==> config.mk <==
export PLATFORM = sky130hd
export DESIGN_NAME = fact_accel_gen2
export DESIGN_NICKNAME = d
export VERILOG_FILES = /design/src/rtl/fact_pkg.sv /design/src/rtl/fact_mul_ovf.sv /design/src/rtl/fact_accel_gen2.sv
export SDC_FILE = /design/constraint.sdc
export NUM_CORES = 1
export LEC_CHECK = 0
export CORE_MARGIN = 1
export CORE_UTILIZATION = 54
export DETAILED_ROUTE_END_ITERATION = 6
export PLACE_DENSITY = 0.81
export SYNTH_ARGS = -nofsm -noshare
export SYNTH_HDL_FRONTEND = slang
export SYNTH_SLANG_ARGS = --single-unit
==> constraint.sdc <==
create_clock -name clk -period 4.5 [get_ports clk]
set_input_delay 0.45 -clock clk [delete_from_list [all_inputs] [get_ports clk]]
set_output_delay 0.45 -clock clk [all_outputs]
set_load 0.1 [all_outputs]
==> src/rtl/fact_pkg.sv <==
// Shared encodings for the gen2 factorial peripheral: FSM states, word addresses
// and STATUS bit positions.
package fact_pkg;

    typedef enum logic [1:0] {
        S_IDLE = 2'd0,
        S_LOAD = 2'd1,
        S_MULT = 2'd2
    } fact_state_t;

    localparam logic [1:0] ADDR_N      = 2'd0;
    localparam logic [1:0] ADDR_CTRL   = 2'd1;
    localparam logic [1:0] ADDR_STATUS = 2'd2;
    localparam logic [1:0] ADDR_RESULT = 2'd3;

    localparam int ST_DONE = 0;
    localparam int ST_ERR  = 1;
    localparam int ST_BUSY = 2;

endpackage

==> src/rtl/fact_mul_ovf.sv <==
// Combinational prod*cnt step: low half of the double-width product plus a flag
// raised when the upper half is nonzero (the result no longer fits).
module fact_mul_ovf #(
    parameter int N_WIDTH    = 4,
    parameter int DATA_WIDTH = 32
) (
    input  logic [DATA_WIDTH-1:0] prod,
    input  logic [N_WIDTH-1:0]    cnt,
    output logic [DATA_WIDTH-1:0] lo,
    output logic                  ovf
);

    logic [2*DATA_WIDTH-1:0] full;

    assign full = (2*DATA_WIDTH)'(prod) * (2*DATA_WIDTH)'(cnt);
    assign lo   = full[DATA_WIDTH-1:0];
    assign ovf  = |full[2*DATA_WIDTH-1:DATA_WIDTH];

endmodule

==> src/rtl/fact_accel_gen2.sv <==
// Memory-mapped iterative factorial accelerator (gen2): register file, control FSM
// and combinational read mux.
module fact_accel_gen2
    import fact_pkg::*;
#(
    parameter int N_WIDTH    = 4,
    parameter int DATA_WIDTH = 32
) (
    input  logic                  clk,
    input  logic                  rst,
    input  logic [1:0]            A,
    input  logic                  WE,
    input  logic [DATA_WIDTH-1:0] WD,
    output logic [DATA_WIDTH-1:0] RD,
    output logic                  done_pls
);

    fact_state_t           state, state_nxt;
    logic [N_WIDTH-1:0]    n_reg;
    logic [N_WIDTH-1:0]    cnt;
    logic [DATA_WIDTH-1:0] prod;
    logic [DATA_WIDTH-1:0] result;
    logic                  done, err, busy;

    logic [DATA_WIDTH-1:0] mul_lo;
    logic                  mul_ovf;
    logic                  go_acc, load, mult_step, fin_ok, fin_ovf;

    // Only WD[N_WIDTH-1:0] and WD[0] carry meaning; the rest is deliberately dropped.
    logic unused_wd;
    assign unused_wd = ^WD[DATA_WIDTH-1:N_WIDTH];

    fact_mul_ovf #(
        .N_WIDTH    (N_WIDTH),
        .DATA_WIDTH (DATA_WIDTH)
    ) u_mul (
        .prod (prod),
        .cnt  (cnt),
        .lo   (mul_lo),
        .ovf  (mul_ovf)
    );

    always_ff @(posedge clk) begin
        if (rst) state <= S_IDLE;
        else     state <= state_nxt;
    end

    always_comb begin
        state_nxt = state;
        go_acc    = 1'b0;
        load      = 1'b0;
        mult_step = 1'b0;
        fin_ok    = 1'b0;
        fin_ovf   = 1'b0;
        case (state)
            S_IDLE: begin
                if (WE && (A == ADDR_CTRL) && WD[0]) begin
                    go_acc    = 1'b1;
                    state_nxt = S_LOAD;
                end
            end
            S_LOAD: begin
                load      = 1'b1;
                state_nxt = S_MULT;
            end
            S_MULT: begin
                // n=0 and n=1 both terminate here on the first MULT cycle with prod=1.
                if (cnt <= N_WIDTH'(1)) begin
                    fin_ok    = 1'b1;
                    state_nxt = S_IDLE;
                end else if (mul_ovf) begin
                    fin_ovf   = 1'b1;
                    state_nxt = S_IDLE;
                end else begin
                    mult_step = 1'b1;
                end
            end
            default: state_nxt = S_IDLE;
        endcase
    end

    always_ff @(posedge clk) begin
        if (rst) begin
            n_reg    <= '0;
            cnt      <= '0;
            prod     <= '0;
            result   <= '0;
            done     <= 1'b0;
            err      <= 1'b0;
            busy     <= 1'b0;
            done_pls <= 1'b0;
        end else begin
            done_pls <= 1'b0;
            if (WE && (A == ADDR_N)) n_reg <= WD[N_WIDTH-1:0];
            if (go_acc) begin
                done <= 1'b0;
                err  <= 1'b0;
                busy <= 1'b1;
            end
            if (load) begin
                prod <= DATA_WIDTH'(1);
                cnt  <= n_reg;
            end
            if (mult_step) begin
                prod <= mul_lo;
                cnt  <= cnt - N_WIDTH'(1);
            end
            if (fin_ok || fin_ovf) begin
                result   <= fin_ok ? prod : '0;
                err      <= fin_ovf;
                done     <= 1'b1;
                done_pls <= 1'b1;
                busy     <= 1'b0;
            end
        end
    end

    always_comb begin
        RD = '0;
        case (A)
            ADDR_N:      RD[N_WIDTH-1:0] = n_reg;
            ADDR_CTRL:   RD[0] = busy;
            ADDR_STATUS: begin
                RD[ST_BUSY] = busy;
                RD[ST_ERR]  = err;
                RD[ST_DONE] = done;
            end
            default:     RD = result;
        endcase
    end

endmodule
==> metrics.md <==
| Metric | Value |
|---|---|
| Outcome | `complete, but fails checks` |
| Violated checks | `DRC, setup timing` |
| DR WL/cell | `19.7 um` |
| FP Rows | `42` |
| Ports | `70` |
| Post-synth top area share | `0.206` |
| CP startpoint | `cnt[2]` |
| Critical path data required time | `4.74 ns` |
| Mapped Avg Cell Area | `8.23 um2` |
| Largest net degree at the start of global routing | `46` |
| Slowest stage delay, CP | `0.54 ns` |
| CP arrival | `4.76 ns` |
| Bufs on Longest Clock Path | `2` |
| Ant diodes | `0` |
| HP Class | `reg -> reg` |
| Die X | `121 um` |
| Max_slew headroom | `0.220` |
| Die height | `121 um` |
| First-pass GRT wire length | `33.3 mm` |
| Starting Density | `0.564` |
| Die area | `0.0145 mm2` |
| Grt ovf | `0` |
| Clock Skew | `0.00977 ns` |
| Final worst slack | `-0.0155 ns` |
| Crit path max-delay family | `adder cells` |
| Overall power | `1460 uW` |
| Post-synth cell types | `69` |
| Placed Area | `0.00848 mm2` |
| FFs w/ async S/R, synth | `0` |
| Synthesized net count | `1,062` |
| Clock Latency Late Sink | `0.36 ns` |
| DRT Wirelength | `23.7 mm` |
| Fill cells | `885` |
| Final setup vio count | `3` |
| Synth Flop Type | `dfxtp_1` |
| Core box area | `0.0135 mm2` |
| Final net count | `1,163` |
| GRT Overall Usage | `0.289` |
| Fin Hold WS | `0.470 ns` |
| Sum Neg Setup Slack | `-0.0235 ns` |
| Dpl hpwl | `14.0 mm` |
| Lkg Pwr | `0.00444 uW` |
| Multi-input gate area | `0.00584 mm2` |
| Port Buf Inserts | `41` |
| Number of global-route vias before repair | `6,770` |
| Tcrit/Tclk final | `1.00` |
| Iter 0 DRT Violations | `874` |
| H-Tree Depth | `3` |
| Worst VDD drop | `0.158 mV` |
| Final instance area | `0.00966 mm2` |
| Most Frequent Cell on Critical Path | `buf_4` |
| Routed vias | `7,369` |
| Leading area contributor after synthesis | `dfxtp_1` |
| Yosys warning total | `0` |
| Yosys reg bits | `78` |
| Maximum clock frequency | `0.221 GHz` |
| EDFF count, synth | `0` |
| Max-cap violations | `0` |
| Clock slew at reported path FFs | `0.06 ns` |
| CTS buffer count | `9` |
| Share of layout cells above drive strength 1 | `0.279` |
| Post-Synthesis Cells | `923` |
| Hold Fails Final Rpt | `0` |
| Regs by FF count | `prod (32), result (32)` |
| Crit-path cells | `buf_12 > and2_4 > fa_1 > inv_2 > fa_1 > inv_2 > ha_4 > buf_4 > nand3_2 > buf_4 > o21ai_0 > o2111ai_1 > a21oi_2 > nor3_2 > xnor2_2 > a31oi_4 > nand4_1 > buf_6 > buf_4 > and3_1 > o21a_1` |
| Fin crit period | `4.52 ns` |
| Synth top area cells | `dfxtp_1 (21%), fa_1 (16%), and2_1 (7.9%)` |
| Hold wc startpoint | `result[13]` |
| Maximum fanout along the worst path | `8` |
| Pwr/cell area | `151 mW/mm2` |
| Post-Syn Area | `0.00759 mm2` |
| # DRC | `1` |
| RSZ-0062 raised after global routing | `yes` |
| CTS tree | `done` |
| Setup Crit Path Kind | `reg -> reg` |
| Synth-to-layout area growth | `27.3%` |
| Buf+Inv Stages, Crit Path | `7` |
| Storage cell area | `0.00157 mm2` |
| Crit start category | `flop` |
| Register area share after synthesis | `0.206` |
| Max-slew violation count | `0` |
| Antenna viol nets, final | `0` |
| Final Wtd Congestion | `0.891` |
| CP endpoint kind | `flop` |
| Slowest cell on crit path | `fa_1` |
| Antenna violations before repair | `1` |
| Router iterations before antenna repair | `7` |
| Fin cells | `1,205` |
| Clk root buf | `clkbuf_16` |
| Clock sink count | `78` |
| Worst-margin pin slew | `1.17 ns` |
| DR vias/cell | `6.12` |
| Critical R2R Launch | `cnt[2]` |
| Cells after DPL | `1,165` |
==> worst register-to-register path, delay by kind of cell, from the launching register on <==
kind / cells / cell delay [ns]
adders and majority gates: 3 / 1.34
AOI/OAI and AO/OA: 5 / 0.92
buffers and inverters: 7 / 0.89
and+or+nand+nor: 5 / 0.72
DFF: 1 / 0.40
xor gates and xnor gates: 1 / 0.16
==> per-layer routing <==
layer	wire [um]	global-route usage
met3	1910	0.0448
met1	9050	0.373
met2	11700	0.494
met4	1050	0.0895
met5	12	0
==> placed cells by master (no fill, tap or decap), drive strengths merged, types with 18 or more instances in the layout <==
cell type / instances
a21o: 18
a21oi: 66
a22o: 34
and2: 101
and3: 34
buf: 127
dfxtp: 78
fa: 60
ha: 42
inv: 130
nand2: 94
nand3: 52
nor2: 29
o21ai: 24
==> report_power, final <==
| part | switching [uW] | internal [uW] |
|---|---|---|
| Clock | 330 | 380 |
| Sequential | 1.91 | 691 |
| Combinational | 44.3 | 16.6 |
| Total | 376 | 1090 |
==> cells in the mapped netlist, drive strengths merged (2+ instances only) <==
cell type  number
inv           128
and2           97
nand2          94
dfxtp          78
a21oi          66
fa             60
nand3          52
ha             42
a22o           34
and3           34
clkbuf         32
nor2           29
o21ai          24
buf            22
a21o           18
xnor2          15
xor2           11
a31oi          10
nor3            9
nand2b          8
o21a            7
nand4           5
mux2i           4
o211ai          4
or3             4
a21boi          3
a31o            3
nor2b           3
o2111ai         3
o21bai          3
a2111o          2
a41o            2
a41oi           2
==> cells by family (layout without fill, tap and decap cells) <==
family          after synthesis  count (layout)  synth area share
simple gates                340             345             0.237
compound gates              189             189             0.183
buf+inv                     182             283             0.105
fa+ha+maj                   102             102             0.227
flops                        78              78             0.206
xor+xnor                     26              26            0.0320
mux                           6               6           0.00972
==> per-stage QoR <==
stage	utilization	setup WS, ns
3_3_place_gp	0.630	-0.0929
3_5_place_dp	0.630	-0.130
2_1_floorplan	-	0.116
5_1_grt	0.718	-0.196
4_1_cts	0.658	0.00758
6_report	0.718	-0.0155
==> area by class of cell <==
class	count	area share
Multi-Input combinational cell	668	0.604
Sequential cell	78	0.163
Timing Repair Buffer	139	0.132
Inverter	128	0.0497
Clock buffer	9	0.0233
Tap cell	176	0.0228
Clock inverter	7	0.00596
==> what timing repair did <==
action,in CTS,in global routing
pin swaps,6,82
setup endpoints to repair,66,72
cloned,4,5
hold buffers,0,0
setup buffers,0,15
resized for setup,16,124
==> final timing paths <==
| check | slack, ns | endpoint | cells after the start |
|---|---|---|---|
| setup / recovery | -0.02 | prod[9] | 21 |
| hold reg to reg | 0.47 | result[13] | 1 |
| setup reg to reg | -0.02 | prod[9] | 21 |
| hold / removal | 0.47 | result[13] | 1 |
(Power assumes the default switching activity.)
